**config.mk**
```make
export PLATFORM = sky130hd
export DESIGN_NAME = lemmings_ctrl_flat
export DESIGN_NICKNAME = d
export VERILOG_FILES = /design/src/rtl/lemmings_ctrl_if.sv /design/src/rtl/lemmings_ctrl.sv /design/src/flat_wrapper.sv
export SDC_FILE = /design/constraint.sdc
export NUM_CORES = 1
export LEC_CHECK = 0
export ABC_AREA = 1
export CAP_MARGIN = 15
export CORE_ASPECT_RATIO = 0.75
export CORE_MARGIN = 3
export CORE_UTILIZATION = 29
export CTS_BUF_LIST = sky130_fd_sc_hd__clkbuf_8
export DETAILED_ROUTE_END_ITERATION = 10
export SYNTH_ARGS = -nofsm -noshare
export SYNTH_HDL_FRONTEND = slang
export SYNTH_SLANG_ARGS = --single-unit
```
**constraint.sdc**
```tcl
create_clock -name clk -period 1.6 [get_ports clk]
set_input_delay 0.16 -clock clk [delete_from_list [all_inputs] [get_ports clk]]
set_output_delay 0.16 -clock clk [all_outputs]
set_load 0.05 [all_outputs]
```
**src/rtl/lemmings_ctrl_if.sv**
```systemverilog
// Sensor inputs and status outputs of one Lemming controller.
interface lemmings_ctrl_if;
    logic bump_left;
    logic bump_right;
    logic small_bump_left;
    logic small_bump_right;
    logic ground;
    logic dig;
    logic walk_left;
    logic walk_right;
    logic aah;
    logic digging;
    logic jumping;

    // Game world / stimulus side: drives sensors, observes status
    modport master (
        output bump_left, bump_right, small_bump_left, small_bump_right, ground, dig,
        input  walk_left, walk_right, aah, digging, jumping
    );

    // Controller side
    modport slave (
        input  bump_left, bump_right, small_bump_left, small_bump_right, ground, dig,
        output walk_left, walk_right, aah, digging, jumping
    );
endinterface

```
**src/rtl/lemmings_ctrl.sv**
```systemverilog
// Moore behaviour controller for one Lemming: walk, turn, hop, fall, dig, splat.
module lemmings_ctrl #(
    parameter int unsigned SPLAT_LIMIT = 20,
    parameter int unsigned JUMP_CYCLES = 2,
    parameter int unsigned CNT_W       = 5
) (
    input logic            clk,
    input logic            areset,
    lemmings_ctrl_if.slave bus
);

    localparam logic [CNT_W-1:0] SplatLim = CNT_W'(SPLAT_LIMIT);
    localparam logic [CNT_W-1:0] JumpLast = CNT_W'(JUMP_CYCLES - 1);

    typedef enum logic [3:0] {
        StWl, StWr, StFl, StFr, StDl, StDr, StJl, StJr, StSplat
    } state_e;

    state_e           state_q, state_d;
    logic [CNT_W-1:0] fall_q, fall_d;
    logic [CNT_W-1:0] jump_q, jump_d;
    // {jumping, digging, aah, walk_right, walk_left}
    logic [4:0]       out_q, out_d;

    // Next-state, counter update and output decode of the next state
    always_comb begin
        state_d = state_q;
        fall_d  = fall_q;
        jump_d  = jump_q;
        out_d   = 5'b00000;

        case (state_q)
            StWl: begin
                if (!bus.ground) begin
                    state_d = StFl;
                    fall_d  = '0;
                end else if (bus.dig) begin
                    state_d = StDl;
                end else if (bus.bump_left) begin
                    state_d = StWr;
                end else if (bus.small_bump_left) begin
                    state_d = StJl;
                    jump_d  = '0;
                end
            end
            StWr: begin
                if (!bus.ground) begin
                    state_d = StFr;
                    fall_d  = '0;
                end else if (bus.dig) begin
                    state_d = StDr;
                end else if (bus.bump_right) begin
                    state_d = StWl;
                end else if (bus.small_bump_right) begin
                    state_d = StJr;
                    jump_d  = '0;
                end
            end
            StFl, StFr: begin
                if (bus.ground) begin
                    if (fall_q >= SplatLim) begin
                        state_d = StSplat;
                    end else begin
                        state_d = (state_q == StFl) ? StWl : StWr;
                    end
                end else if (fall_q != '1) begin
                    fall_d = fall_q + 1'b1;
                end
            end
            StDl, StDr: begin
                if (!bus.ground) begin
                    state_d = (state_q == StDl) ? StFl : StFr;
                    fall_d  = '0;
                end
            end
            StJl, StJr: begin
                // Ground only matters on the final jump cycle
                if (jump_q == JumpLast) begin
                    if (bus.ground) begin
                        state_d = (state_q == StJl) ? StWl : StWr;
                    end else begin
                        state_d = (state_q == StJl) ? StFl : StFr;
                        fall_d  = '0;
                    end
                end else begin
                    jump_d = jump_q + 1'b1;
                end
            end
            StSplat: state_d = StSplat;
            default: state_d = StWl;
        endcase

        case (state_d)
            StWl:       out_d = 5'b00001;
            StWr:       out_d = 5'b00010;
            StFl, StFr: out_d = 5'b00100;
            StDl, StDr: out_d = 5'b01000;
            StJl, StJr: out_d = 5'b10000;
            default:    out_d = 5'b00000;
        endcase
    end

    // State, counters and registered outputs; reset overrides everything
    always_ff @(posedge clk) begin
        if (!areset) begin
            state_q <= StWl;
            fall_q  <= '0;
            jump_q  <= '0;
            out_q   <= 5'b00001;
        end else begin
            state_q <= state_d;
            fall_q  <= fall_d;
            jump_q  <= jump_d;
            out_q   <= out_d;
        end
    end

    assign bus.walk_left  = out_q[0];
    assign bus.walk_right = out_q[1];
    assign bus.aah        = out_q[2];
    assign bus.digging    = out_q[3];
    assign bus.jumping    = out_q[4];

endmodule

```
**src/flat_wrapper.sv**
```systemverilog
// flat-port wrapper written by rule: the top's interface ports become plain ports
module lemmings_ctrl_flat 
#(
    parameter int unsigned SPLAT_LIMIT = 20,
    parameter int unsigned JUMP_CYCLES = 2,
    parameter int unsigned CNT_W       = 5
)
  (clk, areset, bus_bump_left, bus_bump_right, bus_small_bump_left, bus_small_bump_right, bus_ground, bus_dig, bus_walk_left, bus_walk_right, bus_aah, bus_digging, bus_jumping);
  lemmings_ctrl_if bus_i ();
  input logic clk;
  input logic areset;
  input wire logic [$bits(bus_i.bump_left)-1:0] bus_bump_left;
  input wire logic [$bits(bus_i.bump_right)-1:0] bus_bump_right;
  input wire logic [$bits(bus_i.small_bump_left)-1:0] bus_small_bump_left;
  input wire logic [$bits(bus_i.small_bump_right)-1:0] bus_small_bump_right;
  input wire logic [$bits(bus_i.ground)-1:0] bus_ground;
  input wire logic [$bits(bus_i.dig)-1:0] bus_dig;
  output wire logic [$bits(bus_i.walk_left)-1:0] bus_walk_left;
  output wire logic [$bits(bus_i.walk_right)-1:0] bus_walk_right;
  output wire logic [$bits(bus_i.aah)-1:0] bus_aah;
  output wire logic [$bits(bus_i.digging)-1:0] bus_digging;
  output wire logic [$bits(bus_i.jumping)-1:0] bus_jumping;
  assign bus_i.bump_left = bus_bump_left;
  assign bus_i.bump_right = bus_bump_right;
  assign bus_i.small_bump_left = bus_small_bump_left;
  assign bus_i.small_bump_right = bus_small_bump_right;
  assign bus_i.ground = bus_ground;
  assign bus_i.dig = bus_dig;
  assign bus_walk_left = bus_i.walk_left;
  assign bus_walk_right = bus_i.walk_right;
  assign bus_aah = bus_i.aah;
  assign bus_digging = bus_i.digging;
  assign bus_jumping = bus_i.jumping;
  lemmings_ctrl #(.SPLAT_LIMIT(SPLAT_LIMIT), .JUMP_CYCLES(JUMP_CYCLES), .CNT_W(CNT_W)) u_core (.clk(clk), .areset(areset), .bus(bus_i));
endmodule
```
==> qor.yml, run 1 <==
status: "finished, final reports clean"
power_per_cell_area_nw_per_um2: 840
post_drt_wl_per_cell_um: 11.1
maxCapViolCount: 0
grt_usage_pct: 11.3
pwr-share-clk_pct: 31.0
hold_buffers: 0
sw_frac_of_total_pct: 30.6
io_pins: 13
worstSetupPathType: "reg -> reg"
relSlewSlack_pct: 70.4
die_w_um: 74.5
ctsRootBufferMaster: "clkbuf_8"
hpwl_mm: 1.74
hp-start: "u_core.jump_q[4]"
layout_common_cells: "30 x nand2_1, 23 x nor2_1, 19 x inv_1"
layout_commonest_cell: "nand2_1"
power_mw: 1.09
r2r-end: "u_core.fall_q[1]"
core-area_um2: 3150
p_sw_mw: 0.333
internal_power_mw: 0.754
clkSlewWorstSetupHoldPaths_ps: 70
drt_wl_total_mm: 2.33
critical-path-max-stage-delay_ps: 390
cp-start-kind: "register"
postSynthCellCount: 150
cts_tree: "yes"
cp_cell_sequence: "ha_4 > nand4_1 > nand2_4 > buf_4 > nand3_2 > o21ai_0 > nor2_1"
drt_first_pass_iters: 4
fin_cells: 209
end_kind: "register"
cts_inserted_buffers: 3
combPwrFrac_pct: 21.7
setup_viol: 0
cts_buffer_depth: 2
holdPathEnd: "u_core.jump_q[4]"
syn_to_final_growth_pct: 26.7
yosysTopAreaCell: "dfxtp_1"
drc: 0
synth_cell_types: 21
grt_max_degree: 12
fin_skew_ps: 3.16
hold_class: "reg -> reg"
dp_cells: 202
ant_nets: 0
grt.overflow.total: 0
design_area_um2: 1290
drv_slew: 0
place_congestion: 0.874
cpMaxStageDelayCell: "dfxtp_1"
min_period_ps: 1520
drive_above_1_share_pct: 21.1
die_h_um: 57.4
grt_pass1_wl_mm: 3.77
cts_num_sinks: 19
pre_cts_ws_ps: 59.4
final-hold-violation-count: 0
worstMarginPinSlew_ps: 439
fillers: 330
antenna_cells: 0
grt_antenna_before_repair: 0
cp_data_required_time_ps: 1750
arrival_ps: 1670
htree_num_levels: 1
vias_per_cell: 4.57
start_util_pct: 32.4
seq_power_share_pct: 47.3
drt-initial-drc-count: 58
ys_seq_elements: 19
placed_area_um2: 1190
synth_area_um2: 1020
hold_slack_ps: 465
reg2reg_slack_ps: 80
r2r_start: "u_core.jump_q[0]"
setup_slack_ps: 79.8
portBuffers: 12
peakVddDrop_uv: 532
yosysTopAreaCellShare_pct: 37.3
insertion_delay_ps: 260
grt_pass1_vias: 822
critical_path_peak_fanout: 4
synth.top_cells.by_area: "dfxtp_1 37%, nand2_1 11%, nor2_1 8.5%, inv_1 7.7%, nand3_1 6.9%"
period_share_pct: 95.0
p_leak_nw: 0.573
hold_path_depth: 2
final_nets: 185
seq_area_frac_synth_pct: 37.3
syn_avg_cell_area_um2: 6.81
num_vias: 955
synth_nets: 163
max_freq_ghz: 0.658
dieArea_um2: 4280
yosysWarningCount: 0
worstRegToRegCells: 7
std_cell_rows: 17
==> cell families after synthesis <==
kind of cell	share of synthesized area (%)
DFF	37.3
and+or+nand+nor	37.7
AOI/OAI and AO/OA	8.46
buffers and inverters	9.56
adders and majority gates	6.13
xor gates and xnor gates	0.858
==> routing by layer <==
layer / up-vias / part of all wire (%) / GRT usage [%]
met5: - / 0 / 0
met3: 2 / 5.3 / 3.70
met1: 414 / 52 / 16.9
met2: 21 / 42 / 15.9
li1: 518 / - / -
met4: 0 / 0.39 / 1.52
==> cell type report <==
type	count	area, µm²	area share (%)
Multi-Input combinational cell	106	582	45.0
Inverter	26	97.6	7.54
Clock buffer	3	41.3	3.19
Timing Repair Buffer	16	138	10.6
Tap cell	38	47.5	3.68
Sequential cell	19	383	29.6
Clock inverter	1	5.00	0.387
==> worst max-delay path: cells and delay by family (launching register included) <==
family / cells / cell delay (ps)
simple gates: 4 / 580
flops: 1 / 390
compound gates: 1 / 170
fa+ha+maj: 1 / 150
buf+inv: 1 / 130
==> how the worst max path moves through the flow <==
stage,start,end,slack (ps),cells past startpoint
after global placement,bus_ground,u_core.out_q[1],60,8
after CTS,u_core.fall_q[0],u_core.fall_q[3],50,10
final,u_core.jump_q[0],u_core.fall_q[1],80,7
after floorplan,u_core.fall_q[0],u_core.fall_q[3],190,10
after global routing,u_core.jump_q[0],u_core.fall_q[3],-20,8
after detailed placement,bus_ground,u_core.jump_q[1],60,8
==> per-stage QoR <==
step / util [%] / TNS [ps]
floorplan: - / 0
global placement: 37.8 / 0
detailed placement: 37.8 / 0
CTS: 39.3 / 0
global route: 41.1 / -15.6
finish: 41.1 / 0
==> cell usage after synthesis (all sizes together) <==
master	instances
a211oi	1
a21oi	7
dfxtp	19
ha	5
inv	26
nand2	35
nand3	15
nand4	1
nor2	25
nor3	7
nor4	1
o21ai	7
xor2	1
==> power groups by stage <==
stage / Sequential, mW / Clock (mW) / Combinational (mW)
after floorplan: 0.555 / 0 / 0.114
after global placement: 0.522 / 0 / 0.217
after detailed placement: 0.523 / 0 / 0.218
after CTS: 0.511 / 0.351 / 0.219
after global routing: 0.517 / 0.379 / 0.259
final: 0.514 / 0.336 / 0.236
==> what timing repair did <==
action	CTS	global route
resized for setup	0	11
endpoints found under the setup margin	0	7
setup buffers	0	2
==> flip-flops by register name, indices dropped and copies added, names as in the netlist <==
signal	cells
u_core.jump_q	5
u_core.state_q	4
u_core.fall_q	5
u_core.out_q	5
(Power assumes the default switching activity.)
==> inputs of run 2 (changes only) <==
--- a/config.mk
+++ b/config.mk
@@ -12,6 +12,7 @@
 export CORE_UTILIZATION = 29
 export CTS_BUF_LIST = sky130_fd_sc_hd__clkbuf_8
 export DETAILED_ROUTE_END_ITERATION = 10
+export MAX_ROUTING_LAYER = met4
 export SYNTH_ARGS = -nofsm -noshare
 export SYNTH_HDL_FRONTEND = slang
 export SYNTH_SLANG_ARGS = --single-unit
==> constraint.sdc (replaced) <==
create_clock -name clk -period 1.4 [get_ports clk]
set_input_delay 0.14 -clock clk [delete_from_list [all_inputs] [get_ports clk]]
set_output_delay 0.14 -clock clk [all_outputs]
set_load 0.05 [all_outputs]
==> run 2 against run 1 <==
The run now ends with setup timing left. Critical path depth increased by 1. Power increased by 18%. Register-to-register slack got worse by 140 ps. Core utilization increased by 4.1 points. Fmax increased by 4.0%. Via count increased by 2.8%. Hold slack improved by 9.0 ps. Routed wire length increased by 6.9%. Global-route usage increased by 2.0 points. Flip-flop and latch count unchanged. Critical endpoint is now u_core.out_q[1]. Largest cell class unchanged. Largest power group unchanged.
==> qor.yml, run 2 (synthesis results as in run 1) <==
die_w_um: 74.5  # unchanged
ctsRootBufferMaster: "clkbuf_8"  # unchanged
critical-path-max-stage-delay_ps: 330  # was 390 ps
p_leak_nw: 0.622  # was 0.573 nW
cts_buffer_depth: 2  # unchanged
postLayoutCoreUtil_pct: 45.2  # was 41.1%
grt_max_degree: 12  # unchanged
cp_num_buf_inv: 1  # unchanged
worstMarginPinSlew_ps: 382  # was 439 ps
reg2reg_slack_ps: -60  # was 80 ps
end_kind: "register"  # unchanged
fin_skew_ps: 3.69  # was 3.16 ps
layout_common_cells: "28 x nand2_1, 23 x nor2_1, 19 x inv_1"  # was 30 x nand2_1, 23 x nor2_1, 19 x inv_1
violations: "setup timing"
busiest_layer: "met2"  # was met1
antenna_cells: 0  # unchanged
layout_commonest_cell: "nand2_1"  # unchanged
worstSetupPathType: "reg -> reg"  # unchanged
grt_use_met3_pct: 4.75  # was 3.70%
setup_slack_ps: -62.2  # was 79.8 ps
cp-start-kind: "register"  # unchanged
rsz0062_at_grt: "yes"
period_share_pct: 104  # was 95.0%
htree_num_levels: 1  # unchanged
cp_cell_sequence: "inv_2 > ha_4 > nand4_1 > a21oi_1 > nand2_2 > nor2_1 > nand3_1 > nor2_1"  # was ha_4 > nand4_1 > nand2_4 > buf_4 > nand3_2 > o21ai_0 > nor2_1
insertion_delay_ps: 260  # about the same
grt_antenna_before_repair: 0  # unchanged
gr-usage-met1_pct: 18.6  # was 16.9%
min_period_ps: 1460  # was 1520 ps
std_cell_rows: 17  # unchanged
hold_slack_ps: 474  # was 465 ps
status: "complete, but fails checks"  # was finished, final reports clean
holdPathEnd: "u_core.jump_q[4]"  # unchanged
cts_num_sinks: 19  # unchanged
power_per_cell_area_nw_per_um2: 903  # was 840 nW/µm²
portBuffers: 12  # unchanged
syn_to_final_growth_pct: 39.5  # was 26.7%
drive_above_1_share_pct: 30.9  # was 21.1%
r2r_start: "u_core.jump_q[1]"  # was u_core.jump_q[0]
dieArea_um2: 4280  # unchanged
hold_path_depth: 2  # unchanged
setup_viol: 5  # was 0
max_freq_ghz: 0.684  # was 0.658 GHz
use_met2_pct: 18.6  # was 15.9%
worstSetupPathDepth: 8  # was 7
drt-initial-drc-count: 56  # was 58
relSlewSlack_pct: 74.4  # was 70.4%
critical_path_peak_fanout: 4  # unchanged
cts_inserted_buffers: 3  # unchanged
design_area_um2: 1420  # was 1290 µm²
placed_area_um2: 1270  # was 1190 µm²
num_vias: 982  # was 955
reg_top3: "u_core.fall_q: 5 flops, u_core.jump_q: 5 flops, u_core.out_q: 5 flops"  # unchanged
tns_ps: -140  # was 0 ps
final-hold-violation-count: 0  # unchanged
grt.overflow.total: 0  # unchanged
hpwl_mm: 1.86  # was 1.74 mm
worstRegToRegCells: 8  # was 7
start_util_pct: 32.4  # unchanged
fillers: 307  # was 330
vias_per_cell: 4.48  # was 4.57
grt_pass1_wl_mm: 4.31  # was 3.77 mm
peakVddDrop_uv: 512  # was 532 µV
hp-start: "u_core.jump_q[4]"  # unchanged
cpMaxStageDelayCell: "dfxtp_2"  # was dfxtp_1
ant_nets: 0  # unchanged
drc: 0  # unchanged
path_delay_family: "simple AND/OR/NAND/NOR gates"  # unchanged
r2r-end: "u_core.out_q[1]"  # was u_core.fall_q[1]
io_pins: 13  # unchanged
drt_first_pass_iters: 4  # unchanged
clkSlewWorstSetupHoldPaths_ps: 70  # about the same
drv_slew: 0  # unchanged
final_nets: 195  # was 185
hold_class: "reg -> reg"  # unchanged
arrival_ps: 1650  # was 1670 ps
pre_cts_ws_ps: -152  # was 59.4 ps
place_congestion: 0.858  # was 0.874
maxCapViolCount: 0  # unchanged
cts_tree: "yes"  # unchanged
cp_common_cell: "nor2_1"
core-area_um2: 3150  # unchanged
drt_wl_total_mm: 2.49  # was 2.33 mm
post_drt_wl_per_cell_um: 11.4  # was 11.1 µm
cp_data_required_time_ps: 1580  # was 1750 ps
die_h_um: 57.4  # unchanged
grt_usage_pct: 13.3  # was 11.3%
grt_pass1_vias: 979  # was 822
==> run 2: worst max-delay path by stage <==
stage / from / end / slack (ps)
global route: u_core.jump_q[1] / u_core.out_q[1] / -110
floorplan: u_core.fall_q[0] / u_core.fall_q[3] / 6
CTS: u_core.jump_q[1] / u_core.fall_q[3] / -40
finish: u_core.jump_q[1] / u_core.out_q[1] / -60
global placement: bus_bump_right / u_core.out_q[1] / -150
detailed placement: bus_ground / u_core.jump_q[3] / -150
==> run 2: per-layer routing <==
metal,vias to the layer above,share of wire [%]
met5,-,0
met1,438,53
met3,0,2.9
met4,0,0
met2,8,44
li1,536,-
==> run 2: what timing repair did <==
item	4_1_cts	5_1_grt
setup buffers	2	0
hold buffers	0	0
endpoints found under the setup margin	11	16
pin swaps	9	7
gates cloned	1	0
resized for setup	15	12
==> run 2: metrics by stage <==
stage	cells	power (mW)
after CTS	219	1.29
final	219	1.29
after global routing	219	1.37
after floorplan	150	0.767
after global placement	212	0.874
after detailed placement	212	0.877
==> run 2: cell type report <==
class	count	area, µm²	area share (%)
clock inverters	1	5.00	0.351
clock buffers	3	41.3	2.90
repair buffers	26	216	15.2
multi-input cells	106	626	43.9
well taps	38	47.5	3.34
flip-flops and latches	19	388	27.2
inverters	26	100	7.03
==> run 2: where the power goes <==
| part | total (mW) | internal (mW) | switching [mW] |
|---|---|---|---|
| Combinational | 0.309 | 0.123 | 0.187 |
| Clock | 0.387 | 0.198 | 0.188 |
| Sequential | 0.589 | 0.569 | 0.0202 |
| Total | 1.29 | 0.890 | 0.395 |
==> run 2: tightest hold or removal path, stage by stage, from the launching register on <==
cell     delay [ps]
dfxtp_1         310
nand2_1          70
a21oi_2          40
==> inputs of run 3 (changes only) <==
--- a/config.mk
+++ b/config.mk
@@ -9,10 +9,12 @@
 export CAP_MARGIN = 15
 export CORE_ASPECT_RATIO = 0.75
 export CORE_MARGIN = 3
-export CORE_UTILIZATION = 29
+export CORE_UTILIZATION = 56
 export CTS_BUF_LIST = sky130_fd_sc_hd__clkbuf_8
 export DETAILED_ROUTE_END_ITERATION = 10
 export MAX_ROUTING_LAYER = met4
+export PLACE_DENSITY = 0.81
+export SLEW_MARGIN = 25
 export SYNTH_ARGS = -nofsm -noshare
 export SYNTH_HDL_FRONTEND = slang
 export SYNTH_SLANG_ARGS = --single-unit
==> run 3 against run 2 <==
Area after synthesis is the same. The run now fails in 5_1_grt. Synthesized cell count did not move.
==> qor.yml, run 3 <==
std_cell_rows: 12  # was 17
yosysWarningCount: 0  # unchanged
synth-edff-count: 0  # unchanged
die_h_um: 43.0  # was 57.4 µm
synth_xor_area_share_pct: 0.858  # unchanged
seq_area_frac_synth_pct: 37.3  # unchanged
tool.error: "[ERROR GRT-0232] Routing congestion too high. Check the congestion heatmap in the GUI."
io_pins: 13  # unchanged
portBuffers: 12  # unchanged
grt_usage_pct: 61.6
pre_cts_ws_ps: -185  # was -152 ps
yosysTopAreaCellShare_pct: 37.3  # unchanged
grt_repair_worst_endpoint: "u_core.fall_q[2]$_SDFFE_PN0P_/D"
yosys.area_share.adder_pct: 6.13  # unchanged
dp_cells: 192  # was 212
worst-ep-kind: "register data pin"
cts_inserted_buffers: 3  # unchanged
start_util_pct: 64.2  # was 32.4%
ys_async_sr_fraction_pct: 0  # unchanged
cts_buffer_depth: 2  # unchanged
synth_cell_types: 21  # unchanged
yosysTopAreaCell: "dfxtp_1"  # unchanged
status: "stopped before the end"  # was complete, but fails checks
postSynthCellCount: 150  # unchanged
cts_num_sinks: 19  # unchanged
synth_flop_cell: "dfxtp_1"  # unchanged
synth-compound-area-share_pct: 8.46  # unchanged
htree_num_levels: 1  # unchanged
ys_seq_elements: 19  # unchanged
hold_buffers: 0  # unchanged
placed_area_um2: 1230  # was 1270 µm²
die_w_um: 55.3  # was 74.5 µm
synth_nets: 163  # unchanged
synth.top_cells.by_area: "dfxtp_1 37%, nand2_1 11%, nor2_1 8.5%, inv_1 7.7%, nand3_1 6.9%"  # unchanged
ys_top_cells_by_count: "31 x nand2_1, 23 x nor2_1, 21 x inv_1, 19 x dfxtp_1, 14 x nand3_1"  # unchanged
place_congestion: 0.971  # was 0.858
syn_avg_cell_area_um2: 6.81  # unchanged
synthSimpleGateAreaFrac_pct: 37.7  # unchanged
ctsRootBufferMaster: "clkbuf_8"  # unchanged
stop_stage: "5_1_grt"
grt_max_degree: 12
grt.overflow.total: 9
yosysMostFrequentCell: "nand2_1"  # unchanged
hpwl_mm: 1.81  # was 1.86 mm
synth_area_um2: 1020  # unchanged
synthMuxAreaShare_pct: 0  # unchanged
synth_top_family_by_area: "simple AND/OR/NAND/NOR gates"  # unchanged
-- run 3: cell counts after synthesis --
No cell type changed its count.
-- run 3: per-stage QoR --
step	TNS, ps	utilization [%]
after floorplan	0	-
after global placement	-483	77.3
after detailed placement	-1370	77.3
after CTS	-74.9	89.7
-- run 3: logic make-up after synthesis --
group                      Yosys count
AOI/OAI and AO/OA                   15
xor gates and xnor gates             1
adders and majority gates            5
buffers and inverters               26
DFF                                 19
and+or+nand+nor                     84
-- run 3: metal layers --
metal	GRT overflow	global-route usage (%)
met5	-	-
met4	4	67.0
met3	0	38.9
met2	4	77.4
met1	1	61.0
-- run 3: repair_timing --
| action | in CTS |
|---|---|
| gates resized for setup | 20 |
| gates cloned | 1 |
| setup endpoints to repair | 9 |
| pin swaps | 8 |
| setup buffers | 11 |
==> inputs of run 4 (changes only) <==
--- a/config.mk
+++ b/config.mk
@@ -7,13 +7,10 @@
 export LEC_CHECK = 0
 export ABC_AREA = 1
 export CAP_MARGIN = 15
-export CORE_ASPECT_RATIO = 0.75
-export CORE_MARGIN = 3
-export CORE_UTILIZATION = 56
-export CTS_BUF_LIST = sky130_fd_sc_hd__clkbuf_8
+export CORE_AREA = 3 3 64 66
 export DETAILED_ROUTE_END_ITERATION = 10
-export MAX_ROUTING_LAYER = met4
-export PLACE_DENSITY = 0.81
+export DIE_AREA = 0 0 67 69
+export PLACE_DENSITY_LB_ADDON = 0.15
 export SLEW_MARGIN = 25
 export SYNTH_ARGS = -nofsm -noshare
 export SYNTH_HDL_FRONTEND = slang
==> run 4 against run 3 <==
The flow now finishes, with violations (setup timing).
==> qor.yml, run 4 (synthesis results as in run 1) <==
final-hold-violation-count: 0
cts_num_sinks: 19  # unchanged
drt_wl_total_mm: 2.35
design_area_um2: 1470
sw_frac_of_total_pct: 30.6
ant_nets: 0
grt_pass1_wl_mm: 4.06
io_pins: 13  # unchanged
layout_common_cells: "27 x nand2_1, 20 x nor2_1, 19 x inv_1"
power_per_cell_area_nw_per_um2: 878
period_share_pct: 101
die_h_um: 69  # was 43.0 µm
die_w_um: 67  # was 55.3 µm
cp_num_buf_inv: 2
relSlewSlack_pct: 78.7
vias_per_cell: 4.45
arrival_ps: 1560
internal_power_mw: 0.897
worstSetupPathDepth: 10
critical-path-max-stage-delay_ps: 360
cpMaxStageDelayCell: "dfxtp_2"
post_drt_wl_per_cell_um: 10.2
maxCapViolCount: 0
place_congestion: 0.812  # was 0.971
antenna_cells: 0
combPwrFrac_pct: 24.2
status: "complete, but fails checks"  # was stopped before the end
std_cell_rows: 22  # was 12
grt_antenna_before_repair: 0
end_kind: "register"
drv_slew: 0
grt_usage_pct: 11.4
grt.overflow.total: 0
dieArea_um2: 4620
final_nets: 196
rsz0062_at_grt: "yes"
critical_path_peak_fanout: 4
htree_num_levels: 1  # unchanged
drt-initial-drc-count: 30
setup_slack_ps: -11.6
layout_commonest_cell: "nand2_1"
clkSlewWorstSetupHoldPaths_ps: 80
drive_above_1_share_pct: 34.6
grt_pass1_vias: 937
worstSetupPathType: "reg -> reg"
crit_start: "u_core.fall_q[1]"
cts_buffer_depth: 2  # unchanged
min_period_ps: 1410
fin_skew_ps: 5.84
portBuffers: 12  # unchanged
r2r_start: "u_core.fall_q[1]"
insertion_delay_ps: 260
cts_inserted_buffers: 3  # unchanged
setup_viol: 2
multi_input_area_um2: 647
hold_buffers: 0  # unchanged
drc: 0
num_vias: 1024
cts_tree: "yes"
placed_area_um2: 1290  # was 1230 µm²
core-area_um2: 3630
drt_first_pass_iters: 4
r2r-end: "u_core.fall_q[3]"
cp-endpoint: "u_core.fall_q[3]"
grt_max_degree: 13
cp-start-kind: "register"
reg_top3: "u_core.fall_q: 5 flops, u_core.jump_q: 5 flops, u_core.out_q: 5 flops"
cp_data_required_time_ps: 1550
pwr-share-clk_pct: 30.3
start_util_pct: 28.1  # was 64.2%
syn_to_final_growth_pct: 44.2
worstRegToRegCells: 10
peakVddDrop_uv: 613
seq_power_share_pct: 45.4
hold_class: "reg -> reg"
register_area_um2: 389
pre_cts_ws_ps: -118  # was -185 ps
ctsRootBufferMaster: "clkbuf_8"  # unchanged
violations: "setup timing"
p_sw_mw: 0.395
worstMarginPinSlew_ps: 317
hpwl_mm: 1.81  # about the same
max_freq_ghz: 0.708
p_leak_nw: 0.635
fillers: 396
reg2reg_slack_ps: -10
cp_cell_sequence: "ha_4 > inv_2 > nor3_2 > ha_2 > nand2_2 > buf_4 > nand3_2 > o21ai_1 > nand2_1 > nor2_1"
path_delay_family: "flip-flops"
==> run 4: per-stage QoR <==
step / hold slack (ps) / instances / setup TNS (ps) / total power, mW / util (%)
finish: 459 / 230 / -13.5 / 1.29 / 40.5
global route: 488 / 230 / -377 / 1.38 / 40.5
floorplan: 209 / 150 / 0 / 0.767 / -
CTS: 464 / 227 / -52.7 / 1.29 / 37.8
global placement: 457 / 222 / -703 / 0.880 / 35.4
detailed placement: 452 / 222 / -836 / 0.879 / 35.4
==> run 4: how the worst min path moves through the flow <==
stage,cells after the start,from,end
after floorplan,1,areset,u_core.out_q[0]
after global placement,2,u_core.jump_q[4],u_core.jump_q[4]
after detailed placement,2,u_core.jump_q[4],u_core.jump_q[4]
after CTS,2,u_core.jump_q[4],u_core.jump_q[4]
after global routing,2,u_core.jump_q[4],u_core.jump_q[4]
final,2,u_core.jump_q[4],u_core.jump_q[4]
==> run 4: routing by layer <==
layer / part of all wire (%) / wire, µm / up-vias / global-route usage (%)
met4: 1.7 / 39 / 0 / 4.73
met5: 0 / 0 / - / 0
met1: 47 / 1100 / 463 / 14.8
li1: - / - / 540 / -
met3: 3.9 / 91 / 5 / 3.75
met2: 47 / 1120 / 16 / 16.9
==> run 4: layout make-up <==
class / count / share of cell area [%]
Clock buffer: 3 / 2.80
Clock inverter: 1 / 0.510
Inverter: 26 / 6.80
Multi-Input combinational cell: 106 / 43.9
Sequential cell: 19 / 26.4
Tap cell: 48 / 4.08
Timing Repair Buffer: 27 / 15.5
==> run 4: tightest hold or removal path, stage by stage (launching register included) <==
cell and delay, ps:
dfxtp_1 310, nand2_1 60, a21oi_1 50
==> run 4: power by group through the flow <==
stage               combinational [mW]  clock [mW]  sequential [mW]
detailed placement               0.286           0            0.594
CTS                              0.292       0.417            0.584
floorplan                        0.133           0            0.634
global placement                 0.287           0            0.594
global route                     0.348       0.444            0.591
finish                           0.313       0.392            0.587
==> run 4: what timing repair did <==
action                     4_1_cts  5_1_grt
gates resized for setup          9       26
buffers inserted                 0        3
pin swaps                        5       11
gates cloned                     1        0
setup endpoints to repair       10       17
